## config.mk

```make
export PLATFORM = sky130hd
export DESIGN_NAME = vector_alu_seq
export DESIGN_NICKNAME = d
export VERILOG_FILES = /design/src/rtl/vector_alu_seq.sv
export SDC_FILE = /design/constraint.sdc
export NUM_CORES = 1
export LEC_CHECK = 0
export BUFFER_PORTS_ARGS = -buffer_cell sky130_fd_sc_hd__buf_4
export CELL_PAD_IN_SITES_DETAIL_PLACEMENT = 0
export CELL_PAD_IN_SITES_GLOBAL_PLACEMENT = 1
export CORE_ASPECT_RATIO = 1.5
export CORE_UTILIZATION = 45
export CTS_CLUSTER_DIAMETER = 60
export DETAILED_ROUTE_END_ITERATION = 8
export GPL_ROUTABILITY_DRIVEN = 0
export PLACE_DENSITY = 0.81
export SYNTH_ARGS = -nofsm -noshare
export SYNTH_HDL_FRONTEND = slang
export SYNTH_SLANG_ARGS = --single-unit
```

## constraint.sdc

```tcl
create_clock -name clk -period 5.1 [get_ports clk]
set_input_delay 1.02 -clock clk [delete_from_list [all_inputs] [get_ports clk]]
set_output_delay 1.02 -clock clk [all_outputs]
set_load 0.02 [all_outputs]
```

## src/rtl/vector_alu_seq.sv

```systemverilog
// Sequential SIMD ALU: per-lane ADD/SUB/MOV in one EXEC cycle, MUL by iterative shift-add over N cycles.
// busy/done/result are taken straight from flops so they are stable for a falling-edge sampler downstream.
module vector_alu_seq #(
   parameter int N     = 16,
   parameter int LANES = 4
) (
   input  logic                 clk,
   input  logic                 rst,
   input  logic                 start,
   input  logic [1:0]           op,
   input  logic [N*LANES-1:0]   a,
   input  logic [N*LANES-1:0]   b,
   output logic                 busy,
   output logic                 done,
   output logic [N*LANES-1:0]   result
);

   localparam int W     = N * LANES;
   localparam int CNT_W = $clog2(N) + 1;

   localparam logic [1:0] OP_ADD = 2'b00;
   localparam logic [1:0] OP_SUB = 2'b01;
   localparam logic [1:0] OP_MUL = 2'b10;

   // One bit per non-idle state so busy/done are single flop bits, never a decode.
   typedef enum logic [1:0] {
      IDLE = 2'b00,
      EXEC = 2'b01,
      DONE = 2'b10
   } state_t;

   state_t             state, state_nxt;
   logic [W-1:0]       a_q, b_q, acc_q;
   logic [W-1:0]       acc_nxt, a_shl, b_shr;
   logic [1:0]         op_q;
   logic [CNT_W-1:0]   cnt_q;
   logic               last_iter;

   function automatic logic [W-1:0] lane_alu(input logic [1:0]   f,
                                             input logic [W-1:0] x,
                                             input logic [W-1:0] y);
      logic [W-1:0] r;
      r = '0;
      for (int i = 0; i < LANES; i++) begin
         case (f)
            OP_ADD:  r[i*N +: N] = x[i*N +: N] + y[i*N +: N];
            OP_SUB:  r[i*N +: N] = x[i*N +: N] - y[i*N +: N];
            default: r[i*N +: N] = x[i*N +: N];
         endcase
      end
      return r;
   endfunction

   // Shift-add step: a_q holds a<<k, b_q holds b>>k, so bit 0 of b_q is multiplier bit k.
   always_comb begin
      acc_nxt = acc_q;
      a_shl   = a_q;
      b_shr   = b_q;
      for (int i = 0; i < LANES; i++) begin
         acc_nxt[i*N +: N] = acc_q[i*N +: N] + (b_q[i*N] ? a_q[i*N +: N] : {N{1'b0}});
         a_shl[i*N +: N]   = a_q[i*N +: N] << 1;
         b_shr[i*N +: N]   = b_q[i*N +: N] >> 1;
      end
   end

   assign last_iter = (cnt_q == CNT_W'(N - 1));

   always_ff @(posedge clk or negedge rst) begin
      if (!rst) begin
         state <= IDLE;
      end else begin
         state <= state_nxt;
      end
   end

   always_comb begin
      state_nxt = state;
      case (state)
         IDLE:    if (start) state_nxt = EXEC;
         EXEC:    if (op_q != OP_MUL || last_iter) state_nxt = DONE;
         DONE:    state_nxt = IDLE;
         default: state_nxt = IDLE;
      endcase
   end

   always_comb begin
      busy = state[0];
      done = state[1];
   end

   always_ff @(posedge clk or negedge rst) begin
      if (!rst) begin
         a_q    <= '0;
         b_q    <= '0;
         op_q   <= '0;
         acc_q  <= '0;
         cnt_q  <= '0;
         result <= '0;
      end else if (state == IDLE && start) begin
         a_q   <= a;
         b_q   <= b;
         op_q  <= op;
         acc_q <= '0;
         cnt_q <= '0;
      end else if (state == EXEC) begin
         if (op_q != OP_MUL) begin
            result <= lane_alu(op_q, a_q, b_q);
         end else if (last_iter) begin
            result <= acc_nxt;
         end else begin
            acc_q <= acc_nxt;
            a_q   <= a_shl;
            b_q   <= b_shr;
            cnt_q <= cnt_q + CNT_W'(1);
         end
      end
   end

endmodule

```

# Word-level counts from Yosys, hierarchy flattened
# Cells that the tools add are included.
# Widths: inputs -> output; s select.
[totals]
register_bits = 265
inputBits = 133
output_inout_bits = 66
[classes]
add_sub_neg = 13
eq_ne = 8
n_mux = 29
n_bitwise = 1
n_reduce_logical = 9
[ops]
columns = ["cell", "count"]
rows = [
  ["$mux 64", 14],
  ["$add 16x16->16", 8],
  ["$pmux 16 s2", 4],
  ["$mux 16", 4],
  ["$sub 16x16->16", 4],
  ["$mux 5", 4],
  ["$ne 2x2->1 const B", 3],
  ["$reduce_and 3->1", 2],
  ["$add 5x1->5 const B", 1],
  ["$eq 5x4->1 const B", 1],
  ["$eq 2x1->1 const B", 2],
  ["$logic_not 2->1", 2],
  ["$mux 2", 2],
  ["$ne 2x1->1 const B", 2],
  ["$pmux 2 s2", 1],
  ["$reduce_bool 2->1", 2],
  ["$reduce_and 2->1", 1],
  ["$logic_and 1x1->1", 1],
  ["$logic_or 1x1->1", 1],
  ["$not 1->1", 1],
]

# Logic depth before layout (Yosys ltp)
[depth]
word_depth = 6
ltp_mapped = 17

# Least setup slack after synthesis
# No wires, ideal clock.
[synth_path]
path_kind = "reg2reg"
from = "reg op_q[1]"
to = "reg result[31]"
setup_time_ns = 0.088
arrival_ns = 3.617
setup_slack_ns = 1.395
stages_incl_launch_ff = 16
n_path_buf = 2
synth_period_minus_slack_ns = 3.705
cell_sequence = "dfrtp_1 -> clkbuf_1 -> inv_1 -> nand2_1 -> buf_1 -> mux2i_1 -> ha_1 -> nor2b_1 -> o31ai_1 -> a21oi_1 -> o41ai_2 -> nor2_1 -> a311o_1 -> xnor2_1 -> or3_1 -> a41oi_1"
[synth_between]
elab_chain_len = 3
elab_cells_between_ends = 7
classes_between = "eq/ne: 2; mux: 2; reduce/logical: 3"
[synth_lines]
columns = ["item", "line_no", "text"]
rows = [
  ["start: declaration", "35", "logic [1:0] op_q;"],
  ["start signal: assignment", "102", "op_q <= op;"],
  ["$eq 2x1->1 (tied with other cells)", "45", "case (f)"],
  ["$pmux 16 s2 or $reduce_bool 2->1 (tied branches)", "--", ""],
  ["$mux 64 or $reduce_and 3->1 (tied branches)", "--", ""],
  ["end signal: assignment", "107", "result <= lane_alu(op_q, a_q, b_q);"],
  ["end signal: assignment", "109", "result <= acc_nxt;"],
  ["end: declaration", "15", "output logic [N*LANES-1:0] result"],
]
# Several ways; a longest one is shown, not always the timed one.
# A chain may end at the register's enable or synchronous reset.

# Worst setup path in the final report
[layout_path]
from = "reg op_q[0]"
to = "reg result[60]"
# The elaborated chain is that of the path after synthesis.

==> flow_metrics.tcl <==
set metrics [dict create \
    status "finished with violations" \
    violations "DRC" \
    cp.depth 15 \
    boundaryPins 199 \
    synth_top_area_share_pct 36.3 \
    hold_depth 2 \
    synth.ff_latch_count 265 \
    final.setup.worst_slack_ps 772 \
    antenna_left 0 \
    slowest_stage "a2111oi_1" \
    worst-setup-path-type "reg2reg" \
    portBuffers 198 \
    final_util_pct 52.9 \
    clkLatencyLatePin_ps 580 \
    vias 16570 \
    power_frac_seq_pct 24.4 \
    synth_area_sq_um 18300 \
    gr-usage-met2_pct 45.4 \
    antenna_found_initial 0 \
    synth_edf_count 0 \
    leakage_nw 10.1 \
    worst-path-buf-inv 2 \
    fin_crit_ps 4330 \
    fillers 3834 \
    fp.dieH_um 249 \
    post_cts_buffers 0 \
    multi_input_comb_area_sq_um 11100 \
    clkPwrFrac_pct 12.8 \
    wirelength_um 55000 \
    grt_use_total_pct 26.5 \
    final_common_cell "nand2_1" \
    reg2reg_depth 15 \
    ys_async_sr_fraction_pct 100 \
    syn-instance-count 2205 \
    htree_levels 1 \
    place_ws_ps 842 \
    cp.arrival_ps 4790 \
    cp_slowest_stage_delay_ps 680 \
    busiest_layer "met2" \
    period_share_pct 84.9 \
    setup_viol 0 \
    crit_path_start "op_q[0]" \
    critPathMaxFanout 31 \
    grt_max_degree 164 \
    critPathLaunchType "flip-flop" \
    max-vdd-ir-drop_v 0.000379 \
    yosys.area.top_type "dfrtp_1" \
    dieWidth_um 167 \
    clockRootBuffer "clkbuf_16" \
    max_cap_violations 0 \
    ctsHoldBuffers 0 \
    layout_common_cells "439 x nand2_1, 263 x dfrtp_1, 217 x buf_4" \
    vias_per_cell 5.77 \
    rows 90 \
    worstSetupEndpointType "flip-flop" \
    wl_per_cell_um 19.2 \
    placedCellCount 2816 \
    cts_tree "built" \
    grt_util_met3_pct 2.97 \
    worstHoldPathType "reg2reg" \
    max_slew_margin_pct 26.7 \
    ys_warn_count 0 \
    drc 17 \
    cts-resized-gates 0 \
    fp.dieArea_sq_um 41500 \
    met1_usage_pct 33.6 \
    ys_seq_area_share_pct 36.3 \
    synthTopCellsByArea "dfrtp_1 36%, nand2_1 9.0%, ha_1 8.9%" \
    clock_sinks 265 \
    seq_area_sq_um 6640 \
    core_area_sq_um 40200 \
    syn_area_per_cell_sq_um 8.30 \
    grt_pass1_vias 16538 \
    grt_pass1_wl_um 88400 \
    power_frac_comb_pct 62.8 \
    final_nets 2613 \
    ys_types 71 \
    layout-drive-gt1-share_pct 12.9 \
    overflow 0 \
    clock_path_buffers 3 \
    slew_violations 0 \
    holdWs_ps 484 \
    hpwl_um 37800 \
    antenna_cells 0 \
    synth_flop_cell "dfrtp_1" \
    first_pass_iters 7 \
    max_freq_mhz 231 \
    syn_nets 2476 \
    switching_share_pct 48.8 \
    start_util_pct 45.5 \
    numCtsBuffers 30 \
    tns_ps 0 \
    initialDrtViolationCount 983 \
    max_slew.worst_pin.slew_ps 1100 \
    cp_cell_sequence "clkinv_1, nor2_4, buf_4, nor2_1, xnor2_1, ha_1, a21o_1, a21oi_1, o21bai_1, a2111oi_1, nor3_1, a2111oi_0, o41ai_1, a311oi_1, nor2_1" \
    rsz0062_at_grt "no" \
    r2r-start "op_q[0]" \
    areaGrowthSynthToFinish_pct 16.2 \
    p_int_w 0.00915 \
    holdCritStartpoint "result[18]" \
    cp_common_cell "nor2_1" \
    clkTransAtPathRegs_ps 60 \
    critPathTopFamily "compound AO/OA/AOI/OAI gates" \
    skew_ps 10.2 \
    hold_viol_final 0 \
    switching_power_w 0.00873 \
    finalNonFillerCells 2870 \
    powerDensity_nw_per_um2 841 \
    worst_ep_required_time_ps 5560 \
]
## state kept, by name, indices dropped and copies added, names as in the netlist
register / cells
b_q: 64
a_q: 64
acc_q: 64
cnt_q: 5
result: 64
op_q: 2
state: 2
## synth_stat cells, types with 33 or more instances
cell type	number
and2_1	59
ha_1	130
a31oi_1	49
dfrtp_1	265
nand3_1	67
a22oi_1	92
a21oi_1	119
o21ai_0	195
nand2_1	441
xor2_1	63
nor3_1	34
inv_1	53
o211ai_1	33
clkbuf_1	101
nor2_1	133
xnor2_1	106
## path summary, 6_finish.rpt
path	end	slack, ps
max	result[60]	770
min	result[18]	480
max reg2reg	result[60]	770
min reg2reg	result[18]	480
max in group asynchronous	b_q[8]	3550
min in group asynchronous	acc_q[37]	530
## layout make-up
type	instances	area share, %
Timing Repair Buffer	220	7.92
Sequential cell	265	31.2
Inverter	55	0.971
Tap cell	506	2.98
Clock buffer	39	3.93
Multi-Input combinational cell	1770	52.1
Clock inverter	15	0.889
## metrics by stage
stage / cell area (sq um) / total power, W
3_3_place_gp: 20200 / 0.0153
3_5_place_dp: 20200 / 0.0156
5_1_grt: 21300 / 0.0195
2_1_floorplan: 18300 / 0.0124
4_1_cts: 21300 / 0.0180
6_report: 21300 / 0.0179
## cell families (layout without fill, tap and decap cells)
group / Yosys count / count (layout) / share of synthesized area (%)
compound gates: 619 / 619 / 21.3
xor+xnor: 169 / 169 / 8.09
fa+ha+maj: 138 / 138 / 9.77
buf+inv: 170 / 329 / 3.50
flops: 265 / 265 / 36.3
mux: 28 / 28 / 1.59
simple gates: 816 / 816 / 19.5
## per-layer routing
metal	vias up	routed length, um	part of all wire, %
li1	8018	-	-
met1	7980	23300	42
met2	446	26800	49
met3	126	2590	4.7
met4	0	2370	4.3
met5	-	0	0
## power by group through the flow
| stage | registers (W) | clock network [W] | logic, W |
|---|---|---|---|
| after floorplan | 0.00415 | 0 | 0.00821 |
| after global placement | 0.00437 | 0 | 0.0109 |
| after detailed placement | 0.00439 | 0 | 0.0112 |
| after CTS | 0.00437 | 0.00233 | 0.0113 |
| after global routing | 0.00451 | 0.00241 | 0.0126 |
| final | 0.00436 | 0.00229 | 0.0112 |
## worst register-to-register path, cell delays in order (launching register included)
cell and delay, ps:
dfrtp_4 650, clkinv_1 210, nor2_4 300, buf_4 250, nor2_1 70, xnor2_1 120
ha_1 320, a21o_1 190, a21oi_1 220, o21bai_1 120, a2111oi_1 680, nor3_1 130
a2111oi_0 460, o41ai_1 140, a311oi_1 270, nor2_1 60
(Power assumes the default switching activity.)
